[config.mk]
export PLATFORM = sky130hd
export DESIGN_NAME = uart_tx_engine
export DESIGN_NICKNAME = d
export VERILOG_FILES = /design/src/rtl/uart_pkg.sv /design/src/rtl/uart_bit_timer.sv /design/src/rtl/uart_tx_engine.sv
export SDC_FILE = /design/constraint.sdc
export NUM_CORES = 1
export LEC_CHECK = 0
export CORE_ASPECT_RATIO = 0.6
export CORE_MARGIN = 8
export CORE_UTILIZATION = 55
export CTS_BUF_LIST = sky130_fd_sc_hd__clkbuf_2
export CTS_CLUSTER_SIZE = 30
export DETAILED_ROUTE_END_ITERATION = 10
export GPL_ROUTABILITY_DRIVEN = 0
export PLACE_DENSITY = 0.86
export SETUP_SLACK_MARGIN = 0.1
export SYNTH_ARGS = -nofsm -noshare
export SYNTH_HDL_FRONTEND = slang
export SYNTH_SLANG_ARGS = --single-unit
export TNS_END_PERCENT = 50
[constraint.sdc]
create_clock -name i_clk -period 2.42 [get_ports i_clk]
set_input_delay 0.242 -clock i_clk [delete_from_list [all_inputs] [get_ports i_clk]]
set_output_delay 0.242 -clock i_clk [all_outputs]
set_load 0.01 [all_outputs]
[src/rtl/uart_pkg.sv]
// Shared UART types and helpers for the TX engine and the RX path.
package uart_pkg;

  typedef enum logic [2:0] {
    IDLE,
    REQ,
    FETCH,
    START,
    DATA,
    PARITY,
    STOP
  } uart_tx_state_t;

  localparam int UART_STOP_BITS_MAX = 2;

  // Callers zero-extend their data word; the extra zero bits do not change the XOR.
  localparam int UART_PARITY_MAX_DW = 32;

  function automatic logic uart_parity(input logic [UART_PARITY_MAX_DW-1:0] data,
                                       input logic odd);
    return (^data) ^ odd;
  endfunction

endpackage

[src/rtl/uart_bit_timer.sv]
// Loadable down-counter that marks the last cycle of each bit period.
// The divisor is captured on i_start and reused for every following bit.
module uart_bit_timer #(
  parameter int BDW = 16
) (
  input  logic           i_clk,
  input  logic           i_nrst,
  input  logic           i_start,
  input  logic           i_en,
  input  logic [BDW-1:0] i_div,
  output logic           o_bit_end
);

  logic [BDW-1:0] cnt;
  logic [BDW-1:0] div_q;

  assign o_bit_end = i_en && (cnt == '0);

  always_ff @(posedge i_clk or negedge i_nrst) begin
    if (!i_nrst) begin
      cnt   <= '0;
      div_q <= '0;
    end else if (i_start) begin
      cnt   <= i_div;
      div_q <= i_div;
    end else if (i_en) begin
      cnt <= (cnt == '0) ? div_q : cnt - BDW'(1);
    end
  end

endmodule

[src/rtl/uart_tx_engine.sv]
// UART transmit serializer: pops words from the TX FIFO and frames them
// onto TXD with start, LSB-first data, optional parity and 1 or 2 stop bits.
module uart_tx_engine
  import uart_pkg::*;
#(
  parameter int DW  = 8,
  parameter int BDW = 16
) (
  input  logic           i_clk,
  input  logic           i_nrst,
  input  logic           i_tx_en,
  input  logic [BDW-1:0] i_baud_div,
  input  logic           i_parity_en,
  input  logic           i_parity_odd,
  input  logic           i_stop2,
  input  logic           i_fifo_empty,
  input  logic [DW-1:0]  i_fifo_data,
  input  logic           i_fifo_valid,
  input  logic           i_fifo_parity_error,
  output logic           o_fifo_rd_req,
  output logic           o_txd,
  output logic           o_busy,
  output logic           o_done,
  output logic           o_fifo_err,
  output uart_tx_state_t o_state
);

  localparam int CW = $clog2(DW + 1);
  localparam int SW = $clog2(UART_STOP_BITS_MAX);

  // Handshake: o_fifo_rd_req is a single-cycle request issued only after
  // i_fifo_empty=0 was seen in IDLE; the FIFO answers one cycle later with
  // i_fifo_valid, which is sampled exactly once, in FETCH.

  uart_tx_state_t                 state;
  logic [DW-1:0]                  shreg;
  logic [CW-1:0]                  bit_cnt;
  logic [SW-1:0]                  stop_cnt;
  logic                           par_en_q;
  logic                           par_bit_q;
  logic                           stop2_q;
  logic                           txd_q;
  logic                           rd_req_q;
  logic                           done_q;
  logic                           err_q;
  logic                           timer_start;
  logic                           timer_en;
  logic                           bit_end;
  logic [UART_PARITY_MAX_DW-1:0]  par_word;

  assign timer_start = (state == FETCH) && i_fifo_valid && !i_fifo_parity_error;
  assign timer_en    = (state == START) || (state == DATA) ||
                       (state == PARITY) || (state == STOP);
  assign par_word    = UART_PARITY_MAX_DW'(i_fifo_data);

  uart_bit_timer #(
    .BDW(BDW)
  ) u_bit_timer (
    .i_clk    (i_clk),
    .i_nrst   (i_nrst),
    .i_start  (timer_start),
    .i_en     (timer_en),
    .i_div    (i_baud_div),
    .o_bit_end(bit_end)
  );

  always_ff @(posedge i_clk or negedge i_nrst) begin
    if (!i_nrst) begin
      state     <= IDLE;
      txd_q     <= 1'b1;
      rd_req_q  <= 1'b0;
      done_q    <= 1'b0;
      err_q     <= 1'b0;
      shreg     <= '0;
      bit_cnt   <= '0;
      stop_cnt  <= '0;
      par_en_q  <= 1'b0;
      par_bit_q <= 1'b0;
      stop2_q   <= 1'b0;
    end else begin
      rd_req_q <= 1'b0;
      done_q   <= 1'b0;
      err_q    <= 1'b0;
      case (state)
        IDLE: begin
          if (i_tx_en && !i_fifo_empty) begin
            rd_req_q <= 1'b1;
            state    <= REQ;
          end
        end
        REQ: state <= FETCH;
        FETCH: begin
          if (i_fifo_valid && i_fifo_parity_error) begin
            err_q <= 1'b1;
            state <= IDLE;
          end else if (i_fifo_valid) begin
            // Parity is computed from the whole word here so the data bits can be shifted out.
            shreg     <= i_fifo_data;
            par_en_q  <= i_parity_en;
            par_bit_q <= uart_parity(par_word, i_parity_odd);
            stop2_q   <= i_stop2;
            bit_cnt   <= '0;
            stop_cnt  <= '0;
            txd_q     <= 1'b0;
            state     <= START;
          end else begin
            state <= IDLE;
          end
        end
        START: begin
          if (bit_end) begin
            txd_q <= shreg[0];
            shreg <= shreg >> 1;
            state <= DATA;
          end
        end
        DATA: begin
          if (bit_end) begin
            if (bit_cnt == CW'(DW - 1)) begin
              if (par_en_q) begin
                txd_q <= par_bit_q;
                state <= PARITY;
              end else begin
                txd_q <= 1'b1;
                state <= STOP;
              end
            end else begin
              txd_q   <= shreg[0];
              shreg   <= shreg >> 1;
              bit_cnt <= bit_cnt + CW'(1);
            end
          end
        end
        PARITY: begin
          if (bit_end) begin
            txd_q <= 1'b1;
            state <= STOP;
          end
        end
        STOP: begin
          if (bit_end) begin
            if (stop2_q && (stop_cnt != SW'(UART_STOP_BITS_MAX - 1))) begin
              stop_cnt <= stop_cnt + SW'(1);
            end else begin
              done_q <= 1'b1;
              state  <= IDLE;
            end
          end
        end
        default: state <= IDLE;
      endcase
    end
  end

  assign o_fifo_rd_req = rd_req_q;
  assign o_txd         = txd_q;
  assign o_busy        = (state != IDLE);
  assign o_done        = done_q;
  assign o_fifo_err    = err_q;
  assign o_state       = state;

endmodule

Word-level counts from Yosys, hierarchy flattened

Cells that the tools add are included.

Bitwise gates (word level): 3
Reductions and logical operators: 26
Add/sub/neg operators: 3
Multiplexer cells: 43
Equal/unequal tests: 18

Operators with widths:

| kind                                                | number |
|---|---|
| two-way mux 16 bit                                  | 3 |
| two-way mux 8 bit                                   | 5 |
| parity 32 bit                                       | 1 |
| case mux 8 bit (3 select lines)                     | 1 |
| two-way mux 3 bit                                   | 7 |
| case mux 3 bit (7 select lines)                     | 1 |
| != test 2 bit, second input constant                | 9 |
| zero test 16 bit                                    | 1 |
| two-way mux 1 bit                                   | 16 |
| two-way mux 4 bit                                   | 4 |
| subtractor 16 x 1 -> 16 bit, second input constant  | 1 |
| AND reduction 6 bit                                 | 2 |
| AND reduction 5 bit                                 | 2 |
| equality test 3 bit, second input constant          | 3 |
| case mux 4 bit (2 select lines)                     | 1 |
| AND reduction 7 bit                                 | 1 |
| equality test 3 x 2 -> 1 bit, second input constant | 2 |
| logical AND 1 bit                                   | 6 |
| two-way mux 2 bit                                   | 3 |
| nonzero test 2 bit                                  | 3 |
| nonzero test 3 bit                                  | 2 |
| adder 4 x 1 -> 4 bit, second input constant         | 1 |
| equality test 4 x 3 -> 1 bit, second input constant | 1 |
| != test 2 x 1 -> 1 bit, second input constant       | 2 |
| other kinds (11)                                    | 15 |

Register bits: 55
Input port bits: 33
Output and inout port bits: 8

Logic depth before layout (Yosys ltp)

Depth in word-level cells: 7
Gate-level depth with buffers: 8
Depth with buffers taken out: 7

Modules after synthesis

Synthesis repeated with hierarchy kept, for this count alone.

Cell total of the unflattened synthesis: 307
Area, all modules: 3,180.6 um^2

By module, submodules not included:

| module         | instances | seq. area each (um^2) | area an instance (um^2) | cells each |
|---|---|---|---|---|
| uart_bit_timer | 1         | 800.8                 | 1,806.7                 | 180 |
| uart_tx_engine | 1         | 576.8                 | 1,373.8                 | 127 |

Worst setup path after synthesis

Ideal clock, no wire load.

Path kind: flip-flop to flip-flop
Start point: reg u_bit_timer.cnt[10]
End point: reg state[1] (netlist: o_state[1])
Stages on the path, launching flop included: 7
Arrival time: 1,930 ps
Slack: 359 ps
Library setup time: 131 ps
Cell sequence: dfrtp_1 or4_1 nor3_4 and2_1 buf_6 a21oi_1 or3_1

Cells in the longest elaborated chain, start to end: 4

RTL lines:

| what                                     | RTL line             | RTL |
|---|---|---|
| start: declaration                       | uart_bit_timer.sv:14 | `logic [BDW-1:0] cnt;` |
| start signal: assignment                 | uart_bit_timer.sv:24 | `cnt <= i_div;` |
| start signal: assignment                 | uart_bit_timer.sv:27 | `cnt <= (cnt == '0) ? div_q : cnt - BDW'(1);` |
| zero test 16 bit (*)                     | uart_bit_timer.sv:17 | `assign o_bit_end = i_en && (cnt == '0);` |
| logical AND 1 bit (*)                    | uart_bit_timer.sv:17 |  |
| != test 2 bit (no source line)           | -                    |  |
| AND reduction 7 bit (no source line) (*) | -                    |  |
| end signal: assignment                   | uart_tx_engine.sv:69 | `state <= IDLE;` |
| end signal: assignment                   | uart_tx_engine.sv:88 | `state <= REQ;` |
| end signal: assignment                   | uart_tx_engine.sv:91 | `REQ: state <= FETCH;` |
| end: declaration                         | uart_tx_engine.sv:35 | `uart_tx_state_t state;` |

Mark *: on every way between the ends. The rest lies on a longest branch, timed or not.
A chain may end at the register's enable or synchronous reset.

Worst setup path in the final report

Start point: reg u_bit_timer.cnt[3]
End point: reg shreg[2]

Cells in the longest elaborated chain, start to end: 4

RTL lines:

| what                                     | RTL line              | RTL |
|---|---|---|
| zero test 16 bit (*)                     | uart_bit_timer.sv:17  |  |
| logical AND 1 bit (*)                    | uart_bit_timer.sv:17  |  |
| != test 2 bit (no source line)           | -                     |  |
| AND reduction 6 bit (no source line) (*) | -                     |  |
| end signal: assignment                   | uart_tx_engine.sv:98  | `shreg <= i_fifo_data;` |
| end signal: assignment                   | uart_tx_engine.sv:113 | `shreg <= shreg >> 1;` |
| end signal: assignment                   | uart_tx_engine.sv:129 | `shreg <= shreg >> 1;` |
| end: declaration                         | uart_tx_engine.sv:36  | `logic [DW-1:0] shreg;` |

Marked as above.

==> out/metrics.cfg <==
[finish]
syn_to_final_growth_pct=22.4
diodes=0
final_common_cell=nand2_1
nets=431
final_area_sq_mm=0.00376
final_layout_size_suffix_gt1_share_pct=11.9
mostFrequentLayoutCells=nand2_1 (64), dfrtp_1 (53), clkdlybuf4s50_1 (39), nor2_1 (20), o21ai_0 (20)

[worst_setup_path]
crit_path_end_kind=flip-flop
cp_max_fo=8
arrival_ns=2.62
path_class=reg2reg
required_ns=2.80
cp-start-kind=flip-flop

[global_routing]
grt_max_degree=29
antenna_found_initial=0
grt_first_pass_wirelength_um=13800
grtUsageMet2_pct=31.1
grt_pass1_vias=2837
busiest_layer=met2
overflow=0
use_met1_pct=27.9
met3_usage_pct=5.41
grt_usage_pct=20.4

[floorplanning]
dieArea_sq_mm=0.00832
die_x_um=113
die_h_um=73.9
row_count=21
ios=41
core-area_sq_mm=0.00549
start_util_pct=56.0

[routing]
drc=0
antenna_left=0
vias_per_cell=6.23
drt_iter0_drc=268
wl_um=8120
num_vias=2898
wl_per_cell_um=17.5
first_pass_iters=4

[run_status]
status=completed

[power_and_ir_drop]
powerDensity_mw_per_mm2=998
p_leak_nw=1.65
ir_drop_v=0.000547

[synthesis]
synth-seq-area-share_pct=44.8
ys_seq_elements=55
synth_edf_count=0
synth_flop_cell=dfrtp_1
ys_warn_count=0
synth_cells=345
avgSynthCellArea_sq_um=8.91
synth.top_cell.area_share_pct=44.0
yosys.cell_types.count=63
synth_nets=381
synthArstFlopShare_pct=100
syn_area_sq_mm=0.00307
synth_area_leaders=dfrtp_1 (44%), nand2_1 (8.1%), o21ai_0 (3.3%)
yosysTopAreaCell=dfrtp_1

[cts]
worstSkewPairLatency_ns=0.47
clkTransAtPathRegs_ns=0.30
cts-root-buf=clkbuf_2
cts.htree.levels=2
cts_buffers=5
cts_buffer_depth=2
clock-sinks=55
cts_tree=built

[timing]
drv_slew=0
relSlewSlack_pct=55.8
worstMarginPinSlew_ns=0.664
rsz0062_at_grt=yes
tns_ns=0
setup_viol=0
hold_violations=0
whs_ns=0.284
finalClockSkew_ns=0.0362
post-route-min-period_ns=2.23
fmax_mhz=448
fin_crit_sh_pct=92.3

[placed_design]
port_buffers=40
dpl.hpwl_um=6010
dpl_cell_area_sq_mm=0.00361

[hold_path]
hold_path.class=in2reg

[flow_run]
drv_cap=0

[layer usage]
metal  up-vias  wire length (um)
li1       1354                 -
met1      1414              3820
met2       111              3610
met3        19               555
met4         0               145
met5         -                 0
[layout make-up]
cell class / instances / area [sq um]
inverters: 12 / 45.0
clock inverters: 3 / 67.6
flip-flops and latches: 55 / 1380
multi-input cells: 260 / 1590
clock buffers: 5 / 25.0
repair buffers: 61 / 568
fillers: 438 / 1730
well taps: 69 / 86.3
[path summary, 6_finish.rpt]
kind	startpoint	slack, ns	endpoint	cells after the start
worst min register to register	u_bit_timer.div_q[10]	0.51	u_bit_timer.div_q[10]	2
min in group asynchronous	i_nrst	0.29	par_en_q	2
worst max register to register	u_bit_timer.cnt[3]	0.19	shreg[2]	5
worst max-delay path	u_bit_timer.cnt[3]	0.19	shreg[2]	5
worst min-delay path	i_baud_div[4]	0.28	u_bit_timer.div_q[4]	3
max in group asynchronous	i_nrst	1.54	u_bit_timer.div_q[12]	3
[registers in the layout, summed over array words and instances, names as in the netlist]
register / cells
u_bit_timer.cnt: 16
bit_cnt: 4
u_bit_timer.div_q: 16
stop_cnt: 1
shreg: 8
stop2_q: 1
o_done: 1
o_txd: 1
o_fifo_rd_req: 1
par_en_q: 1
o_fifo_err: 1
par_bit_q: 1
o_state: 3
[power by group]
part / leakage, nW / internal, mW / switching (mW)
sequential: 0.675 / 1.29 / 0.366
clock: 0.0492 / 0.277 / 0.301
combinational: 0.927 / 0.733 / 0.783
[cell families after synthesis]
| logic type | Yosys count | synth area share, % |
|---|---|---|
| DFF | 55 | 44.8 |
| and+or+nand+nor | 144 | 23.3 |
| adders and majority gates | 3 | 1.22 |
| xor gates and xnor gates | 12 | 3.42 |
| muxes | 1 | 0.366 |
| buffers and inverters | 30 | 3.99 |
| AOI/OAI and AO/OA | 100 | 22.9 |
[what timing repair did]
item                                    CTS  global route
resized for setup                         2             3
pin swaps                                 0             3
hold endpoints to repair                 26             0
endpoints found under the setup margin   11            23
hold buffers                              1             0
setup buffers                             0             5
[worst max-delay path, stage by stage (launching register included)]
cell	delay [ns]
dfrtp_2	0.50
or4_4	0.60
nor4_4	0.35
nand2_2	0.19
a21boi_4	0.31
a2bb2oi_1	0.20
[metrics by stage]
step / total power [mW] / std cells / worst slack (ns) / utilization [%]
floorplan: 2.61 / 345 / 0.359 / -
global placement: 3.04 / 451 / 0.198 / 65.7
detailed placement: 3.13 / 451 / 0.0630 / 65.7
CTS: 3.70 / 460 / 0.112 / 67.6
global route: 4.01 / 465 / 0.0886 / 68.5
finish: 3.75 / 465 / 0.185 / 68.5
[Yosys cell counts (3+ instances only)]
cell,number
nand2_1,66
dfrtp_1,54
nor2_1,21
o21ai_0,20
a21oi_1,16
clkbuf_1,14
nand3_1,13
inv_1,12
a2bb2oi_1,11
a31oi_1,8
o22ai_1,8
xnor2_1,8
nor3_1,7
and3_1,4
or3_1,4
xor2_1,4
a31o_2,3
a32oi_1,3
and2_1,3
ha_1,3
nand2b_1,3
nor2b_1,3
o211ai_1,3
o221ai_1,3
o31ai_1,3
(Power assumes the default switching activity.)
